`src/rtl/adc_lane_formatter.sv`:
```
`default_nettype none
// ============================================================================
//  Module   : adc_lane_formatter
//  Purpose  : Formats one divclk word of ADC samples coming out of the serdes
//             deserialiser before it reaches adc_to_datamover:
//               - offset-binary -> two's complement per lane, with polarity
//                 correction for board-inverted lanes
//               - channel de-interleave for 1/2/4-channel modes
//               - ramp test pattern generator (mode 11)
//               - sticky per-lane clip flags
//             A mode change blanks out_valid long enough that no word built
//             from the old mode, or from a mix of modes, is ever marked valid.
//  Ports    : adc_divclk   in   clock (serdes divclk)
//             adc_aresetn  in   asynchronous active-low reset
//             in_valid     in   in_data valid (free-running, no backpressure)
//             in_data      in   lane i at [i*SAMPLE_W +: SAMPLE_W], offset binary
//             mode_async   in   00=1ch 01=2ch 10=4ch 11=ramp (foreign domain)
//             clip_clr     in   synchronous pulse, clears clip_flags
//             out_valid    out  out_data valid
//             out_data     out  two's complement, reordered samples
//             mode_active  out  mode currently applied
//             mode_switch  out  one-cycle pulse when mode_active changes
//             clip_flags   out  sticky clip flag per input lane
//  Revision : 1.0  initial release
// ============================================================================
module adc_lane_formatter #(
    parameter int               LANES     = 8,
    parameter int               SAMPLE_W  = 8,
    parameter logic [LANES-1:0] POL_MASK  = 8'b11111011,
    parameter int               BLANK_CYC = 4
) (
    input  logic                      adc_divclk,
    input  logic                      adc_aresetn,
    input  logic                      in_valid,
    input  logic [LANES*SAMPLE_W-1:0] in_data,
    input  logic [1:0]                mode_async,
    input  logic                      clip_clr,
    output logic                      out_valid,
    output logic [LANES*SAMPLE_W-1:0] out_data,
    output logic [1:0]                mode_active,
    output logic                      mode_switch,
    output logic [LANES-1:0]          clip_flags
);

    localparam int                c_BLANK_W   = $clog2(BLANK_CYC + 1);
    localparam logic [c_BLANK_W-1:0] c_BLANK_LOAD = c_BLANK_W'(BLANK_CYC);
    localparam logic [c_BLANK_W-1:0] c_BLANK_ONE  = c_BLANK_W'(1);
    localparam logic [SAMPLE_W-1:0]  c_RAMP_STEP  = SAMPLE_W'(LANES);
    localparam logic [SAMPLE_W-1:0]  c_POS_FULL   = {1'b0, {(SAMPLE_W-1){1'b1}}};
    localparam logic [SAMPLE_W-1:0]  c_NEG_FULL   = {1'b1, {(SAMPLE_W-1){1'b0}}};

    localparam logic [1:0] c_MODE_1CH  = 2'b00;
    localparam logic [1:0] c_MODE_2CH  = 2'b01;
    localparam logic [1:0] c_MODE_4CH  = 2'b10;
    localparam logic [1:0] c_MODE_RAMP = 2'b11;

    // Mode synchroniser and mode tracking
    logic [1:0]           r_mode_meta;
    logic [1:0]           r_mode_sync;
    logic [1:0]           r_mode_active;
    logic                 r_mode_switch;
    logic [c_BLANK_W-1:0] r_blank_cnt;

    // Ramp generator
    logic [SAMPLE_W-1:0]  r_ramp;

    // Pipeline
    logic                 r_v1;
    logic [SAMPLE_W-1:0]  r_s1 [LANES];
    logic                 r_v2;
    logic [LANES*SAMPLE_W-1:0] r_s2;
    logic [LANES-1:0]     r_clip;

    // Combinational lane views
    logic [SAMPLE_W-1:0]  w_conv      [LANES];
    logic [SAMPLE_W-1:0]  w_ramp_word [LANES];
    logic [SAMPLE_W-1:0]  w_reord     [LANES];
    logic [LANES-1:0]     w_clip_hit;
    logic [LANES*SAMPLE_W-1:0] w_reord_flat;

    logic w_in_ramp;
    logic w_mode_change;
    assign w_in_ramp     = (r_mode_active == c_MODE_RAMP);
    assign w_mode_change = (r_mode_sync != r_mode_active);

    // Per-lane conversion. Flipping the MSB turns offset binary into two's
    // complement; an inverted lane additionally needs negation, which for
    // the biased code reduces to keeping the MSB and inverting the rest.
    genvar gi;
    generate
        for (gi = 0; gi < LANES; gi++) begin : g_lane
            logic [SAMPLE_W-1:0] w_raw;
            assign w_raw = in_data[gi*SAMPLE_W +: SAMPLE_W];

            if (POL_MASK[gi]) begin : g_inv
                assign w_conv[gi] = {w_raw[SAMPLE_W-1], ~w_raw[SAMPLE_W-2:0]};
            end else begin : g_norm
                assign w_conv[gi] = {~w_raw[SAMPLE_W-1], w_raw[SAMPLE_W-2:0]};
            end

            assign w_clip_hit[gi]  = (w_conv[gi] == c_POS_FULL) || (w_conv[gi] == c_NEG_FULL);
            assign w_ramp_word[gi] = r_ramp + SAMPLE_W'(gi);
        end
    endgenerate

    // De-interleave: with C channels, output sample j = g*(LANES/C)+t is taken
    // from lane t*C+g, so each channel ends up in a contiguous block.
    genvar gj;
    generate
        for (gj = 0; gj < LANES; gj++) begin : g_out
            localparam int c_IDX2 = (gj % (LANES/2)) * 2 + gj / (LANES/2);
            localparam int c_IDX4 = (gj % (LANES/4)) * 4 + gj / (LANES/4);

            assign w_reord[gj] = (r_mode_active == c_MODE_2CH) ? r_s1[c_IDX2] :
                                 (r_mode_active == c_MODE_4CH) ? r_s1[c_IDX4] :
                                                                 r_s1[gj];
            assign w_reord_flat[gj*SAMPLE_W +: SAMPLE_W] = w_reord[gj];
        end
    endgenerate

    always_ff @(posedge adc_divclk or negedge adc_aresetn) begin
        if (!adc_aresetn) begin
            r_mode_meta   <= c_MODE_1CH;
            r_mode_sync   <= c_MODE_1CH;
            r_mode_active <= c_MODE_1CH;
            r_mode_switch <= 1'b0;
            r_blank_cnt   <= c_BLANK_LOAD;
            r_ramp        <= '0;
            r_v1          <= 1'b0;
            r_v2          <= 1'b0;
            r_s2          <= '0;
            r_clip        <= '0;
            for (int i = 0; i < LANES; i++) begin
                r_s1[i] <= '0;
            end
        end else begin
            r_mode_meta <= mode_async;
            r_mode_sync <= r_mode_meta;

            // A mode change (re)loads the blanking window, so a second change
            // arriving while blanked extends it from that point.
            if (w_mode_change) begin
                r_mode_active <= r_mode_sync;
                r_mode_switch <= 1'b1;
                r_blank_cnt   <= c_BLANK_LOAD;
            end else begin
                r_mode_switch <= 1'b0;
                if (r_blank_cnt != '0) begin
                    r_blank_cnt <= r_blank_cnt - c_BLANK_ONE;
                end
            end

            if (w_mode_change && (r_mode_sync == c_MODE_RAMP)) begin
                r_ramp <= '0;
            end else if (w_in_ramp) begin
                r_ramp <= r_ramp + c_RAMP_STEP;
            end

            // Stage 1
            if (w_in_ramp) begin
                r_v1 <= 1'b1;
                for (int i = 0; i < LANES; i++) begin
                    r_s1[i] <= w_ramp_word[i];
                end
            end else begin
                r_v1 <= in_valid;
                for (int i = 0; i < LANES; i++) begin
                    r_s1[i] <= w_conv[i];
                end
            end

            // New clips take priority over a simultaneous clear
            r_clip <= (r_clip & ~{LANES{clip_clr}}) |
                      ((in_valid && !w_in_ramp) ? w_clip_hit : '0);

            // Stage 2
            r_v2 <= r_v1;
            r_s2 <= w_reord_flat;
        end
    end

    assign out_valid   = r_v2 && (r_blank_cnt == '0);
    assign out_data    = r_s2;
    assign mode_active = r_mode_active;
    assign mode_switch = r_mode_switch;
    assign clip_flags  = r_clip;

endmodule
`default_nettype wire

```
`config.mk`:
```
export PLATFORM = sky130hd
export DESIGN_NAME = adc_lane_formatter
export DESIGN_NICKNAME = d
export VERILOG_FILES = /design/src/rtl/adc_lane_formatter.sv
export SDC_FILE = /design/constraint.sdc
export NUM_CORES = 1
export LEC_CHECK = 0
export ABC_AREA = 1
export BUFFER_PORTS_ARGS = -buffer_cell sky130_fd_sc_hd__buf_4
export CORE_MARGIN = 2
export CORE_UTILIZATION = 53
export DETAILED_ROUTE_END_ITERATION = 8
export GPL_ROUTABILITY_DRIVEN = 0
export GPL_TIMING_DRIVEN = 0
export MAX_ROUTING_LAYER = met4
export PLACE_DENSITY = 0.79
export REMOVE_ABC_BUFFERS = 1
export SLEW_MARGIN = 5
export SYNTH_ARGS = -nofsm -noshare
export SYNTH_HDL_FRONTEND = slang
export SYNTH_SLANG_ARGS = --single-unit
```
`constraint.sdc`:
```
create_clock -name adc_divclk -period 1.7 [get_ports adc_divclk]
set_input_delay 0.34 -clock adc_divclk [delete_from_list [all_inputs] [get_ports adc_divclk]]
set_output_delay 0.34 -clock adc_divclk [all_outputs]
set_load 0.05 [all_outputs]
```
; ---- Word level (Yosys, flattened, before mapping)
; Cells that the tools add are included.
[totals]
reg_bits = 156
in_bits = 70
output_inout_bits = 76
elab_cells = 95
[op_classes]
add_sub_neg = 9
n_eq_ne = 21
n_mux = 20
n_bitwise = 11
reduce_logical = 16
[ops]
columns = cell, n
row1 = $mux W8, 15
row2 = $eq A8 B7 Y1 const B, 8
row3 = $eq A8 B8 Y1 const B, 8
row4 = $mux W64, 1
row5 = $not A7 Y7, 7
row6 = $add A8 B3 Y8 const B, 4
row7 = $add A8 B2 Y8 const B, 2
row8 = $add A8 B1 Y8 const B, 1
row9 = $add A8 B4 Y8 const B, 1
row10 = $and A8 B8 Y8, 1
row11 = $logic_or A1 B1 Y1, 8
row12 = $not A8 Y8, 1
row13 = $or A8 B8 Y8, 1
row14 = $eq A2 B2 Y1 const B, 3
row15 = $mux W3, 2
row16 = $reduce_bool A2 Y1, 2
row17 = $logic_and A1 B1 Y1, 3
row18 = $logic_not A3 Y1, 1
row19 = $reduce_bool A3 Y1, 1
row20 = $sub A3 B1 Y3 const B, 1
row21 = $eq A2 B1 Y1 const B, 1
row22 = $mux W1, 2
row23 = $ne A2 B2 Y1, 1
row24 = $logic_not A1 Y1, 1
row25 = $not A1 Y1, 1

; ---- Longest topological paths before layout
[logic_depth]
depth_word = 5
depth_mapped = 7
depth_no_buf = 7

; ---- Worst setup path before layout
; OpenSTA, ideal clock, no wires.
[synth_path]
path_kind = reg-to-output
from = reg r_blank_cnt[0]
to = out out_valid
arrival_ps = 1357
t_required_ps = 1360
slack_ps = 3
path_stages_with_launch = 5
path_buffers = 0
path_cell_list = dfrtp_1 -> inv_1 -> ha_1 -> nand2_1 -> nor2_1
[synth_via]
elab_chain_len = 2
[synth_lines]
columns = item, line
row1 = from (decl), 62  ; logic [c_BLANK_W-1:0] r_blank_cnt;
row2 = from (signal assigned), 127  ; r_blank_cnt <= c_BLANK_LOAD;
row3 = from (signal assigned), 145  ; r_blank_cnt <= c_BLANK_LOAD;
row4 = from (signal assigned), 149  ; r_blank_cnt <= r_blank_cnt - c_BLANK_ONE;
row5 = $logic_not A3 Y1, 182  ; assign out_valid = r_v2 && (r_blank_cnt == '0);
row6 = $logic_and A1 B1 Y1, 182
row7 = to (decl), 38  ; output logic out_valid,
; Every way passes these cells.

; ---- Final worst setup path
; Same ends and word-level chain as after synthesis.

==> summary.md <==
| Metric | Value |
|---|---|
| Synth warn | 0 |
| Synth unique cells | 21 |
| Worst slew pin tran | 0.650 ns |
| Iter 0 DRT Violations | 297 |
| Status | finished, final reports clean |
| DRC viols | 0 |
| Synthesized area | a little over 6000 um^2 |
| Max IR drop VDD | 0.945 mV |
| DRT Wirelength | between 15000 and 20000 um |
| R2r setup slk | approximately 0.040 ns |
| Port Buf Inserts | 145 |
| Clock buffer depth | 2 |
| Initial antenna violation count | 0 |
| Part of the cycle the worst path needs | 100% |
| Inst Count DP | between 900 and 1000 |
| Worst slew margin | 56.7% |
| Final number of setup-violating endpoints | 0 |
| RSZ-0062 raised after global routing | yes |
| Antenna fix cells | 0 |
| Post-route insts no fill | 957 |
| Tot GR Track Use | 25.7% |
| Syn Area/Cell | 9.42 um^2 |
| MaxCap Viol Count | 0 |
| Layout Utilization | 71.6% |
| Max Freq | 588 MHz |
| Worst EP required | around 1.4 ns |
| Worst setup margin | 0.000477 ns |
| Count of pins over their slew limit | 0 |
| CP Capture Type | primary output |
| Clk_lat worst skew | 0.42 ns |
| Rows | 39 |
| Vias in the first global route | between 5000 and 6000 |
| Wire per inst | 16.0 um |
| Gr ovfl total | 0 |
| Yosys reg bits | between 150 and 200 |
| Sequential share of the synthesized area | 62.3% |
| Fin. Hold Viols | 0 |
| First-pass GRT wire length | 24100 um |
| IO Pins | 146 |
| DP Wirelength | 9660 um |
| Min cycle time layout | approximately 1.7 ns |
| Reg clk slew, reported paths | 0.06 ns |
| Inserted Clock Buffers | 17 |
| Syn Inst Count | 653 |
| Via density | about 5.3 |
| Power per Cell Area | 1220 nW/um^2 |
| Die height | 112 um |
| Post-DRT Antenna Nets | 0 |
| Setup TNS | 0 ns |
| Crit path DAT | 1.36 ns |
| Sinks on Clock Net | 153 |
| Fin nets | 874 |
| Startpoint Class | flop |
| CP Class | flop to primary output |
| Die X | 112 um |
| Largest net degree at the start of global routing | 97 |
| Die Area | around 12000 um^2 |
| Post-Place Worst Slack | -0.851 ns |
| Initial DRT Pass Iterations | 5 |
| Root Driver | clkbuf_16 |
| Vias | 5062 |
| Initial core utilization | between 50% and 60% |
| Fraction of layout cells with a size suffix above 1 | 25.7% |
| Core area | 11400 um^2 |
| Hold slack final | 0.0214 ns |
| CP max FO | 3 |
| Worst Hold Class | input port to flop |
| Synth-to-layout area growth | 32.4% |
| CTS tree | built |
| H-tree levels | 4 |
| Fin Clk Skew | 0.00670 ns |
| LEAKAGE | ~4.1 nW |
-- final cells by class --
type / count / area, um^2
Timing Repair Buffer: 156 / 1210
Inverter: 64 / 274
Tap cell: 143 / 179
Sequential cell: 153 / 3840
Multi-Input combinational cell: 409 / 2000
Clock inverter: 13 / 201
Clock buffer: 19 / 433
Fill cell: 810 / 3230
-- flip-flops by register name, indices dropped and copies added (netlist names) --
register / cells
r_s1: 64
out_data: 64
r_v2: 1
r_mode_meta: 2
mode_active: 2
clip_flags: 8
r_v1: 1
r_ramp: 5
mode_switch: 1
r_blank_cnt: 3
r_mode_sync: 2
-- timing repair --
item                                    in CTS  in global routing
pin swaps                                    4                  5
hold buffers                                 1                  0
gates resized for setup                     25                 17
cloned                                       1                  1
setup buffers                                6                  3
hold endpoints to repair                    69                  0
endpoints found under the setup margin     114                 29
-- through the flow --
step / instance area, um^2 / power [mW]
2_1_floorplan: 5960 / 5.17
3_5_place_dp: 7260 / 5.87
5_1_grt: 8140 / 10.3
4_1_cts: 8080 / 9.96
6_report: 8140 / 9.96
3_3_place_gp: 7220 / 5.79
-- final timing paths --
path,startpoint,endpoint,cells past startpoint
setup / recovery,r_blank_cnt[0]$_DFFE_PN0P_,out_valid,5
hold / removal,mode_async[0],r_mode_meta[0]$_DFF_PN0_,1
setup reg to reg,mode_active[1]$_DFFE_PN0P_,out_data[44]$_DFF_PN0_,4
hold reg to reg,r_s1[6]$_DFF_PN0_,out_data[62]$_DFF_PN0_,0
max in group asynchronous,adc_aresetn,out_data[19]$_DFF_PN0_,3
min in group asynchronous,adc_aresetn,out_data[56]$_DFF_PN0_,2
-- synthesized netlist by cell type --
master	number	share of area [%]
nand2_1	181	11
buf_4	3	0.37
clkbuf_1	11	0.67
nand3b_1	1	0.12
inv_2	1	0.061
a21o_1	1	0.12
ha_1	3	0.61
nand3_1	4	0.33
o21ai_0	86	7.0
xor2_1	2	0.28
a21oi_1	1	0.081
buf_6	9	1.6
nand2_2	7	0.71
nor2_1	71	4.3
buf_2	6	0.49
dfrtp_1	152	62
o211ai_1	48	5.9
inv_1	63	3.8
nor3_1	1	0.081
or2_2	1	0.10
dfstp_2	1	0.43
-- critical path, cell delays in order, from the launching register on --
cell	delay, ns
dfrtp_1	0.38
inv_2	0.10
ha_4	0.16
nand2_4	0.06
nor2_4	0.08
buf_6	0.16
-- report_power, final --
| part | internal (mW) | leakage (nW) | switching (mW) |
|---|---|---|---|
| registers | 3.96 | 1.85 | 0.160 |
| clock network | 2.59 | 0.303 | 1.42 |
| logic | 0.586 | 1.95 | 1.24 |
| total | 7.14 | 4.10 | 2.83 |
-- logic make-up after synthesis --
logic type	share of synthesized area (%)
and+or+nand+nor	16.7
DFF	62.3
AOI/OAI and AO/OA	13.1
buffers and inverters	7.08
adders and majority gates	0.610
xor gates and xnor gates	0.285
-- layer usage --
| metal | wire, um | vias to the layer above | track usage (%) |
|---|---|---|---|
| met2 | 8310 | 170 | 44.6 |
| met1 | 6030 | 2473 | 28.6 |
| met4 | 299 | 0 | 10.6 |
| met5 | 0 | - | - |
| met3 | 686 | 31 | 6.04 |
| li1 | - | 2388 | - |
-- layout by cell type (no fill, tap or decap), types with 2 or more instances in the layout --
master        n
clkbuf_16    17
ha_1          2
clkinv_2      4
nand2_8       4
dfrtp_1     150
o21ai_0      76
o211ai_1     48
o21ai_1      10
clkinvlp_4    5
nand2_1     178
bufinv_16     5
nand2_2       5
buf_6         2
inv_1        59
nand3_1       4
nor2_4        2
inv_2         2
nand2_4       3
clkbuf_1      2
nor2_1       69
buf_4       151
dfrtp_4       2
xor2_1        2
No activity file was read; power rests on OpenSTA's default activity.
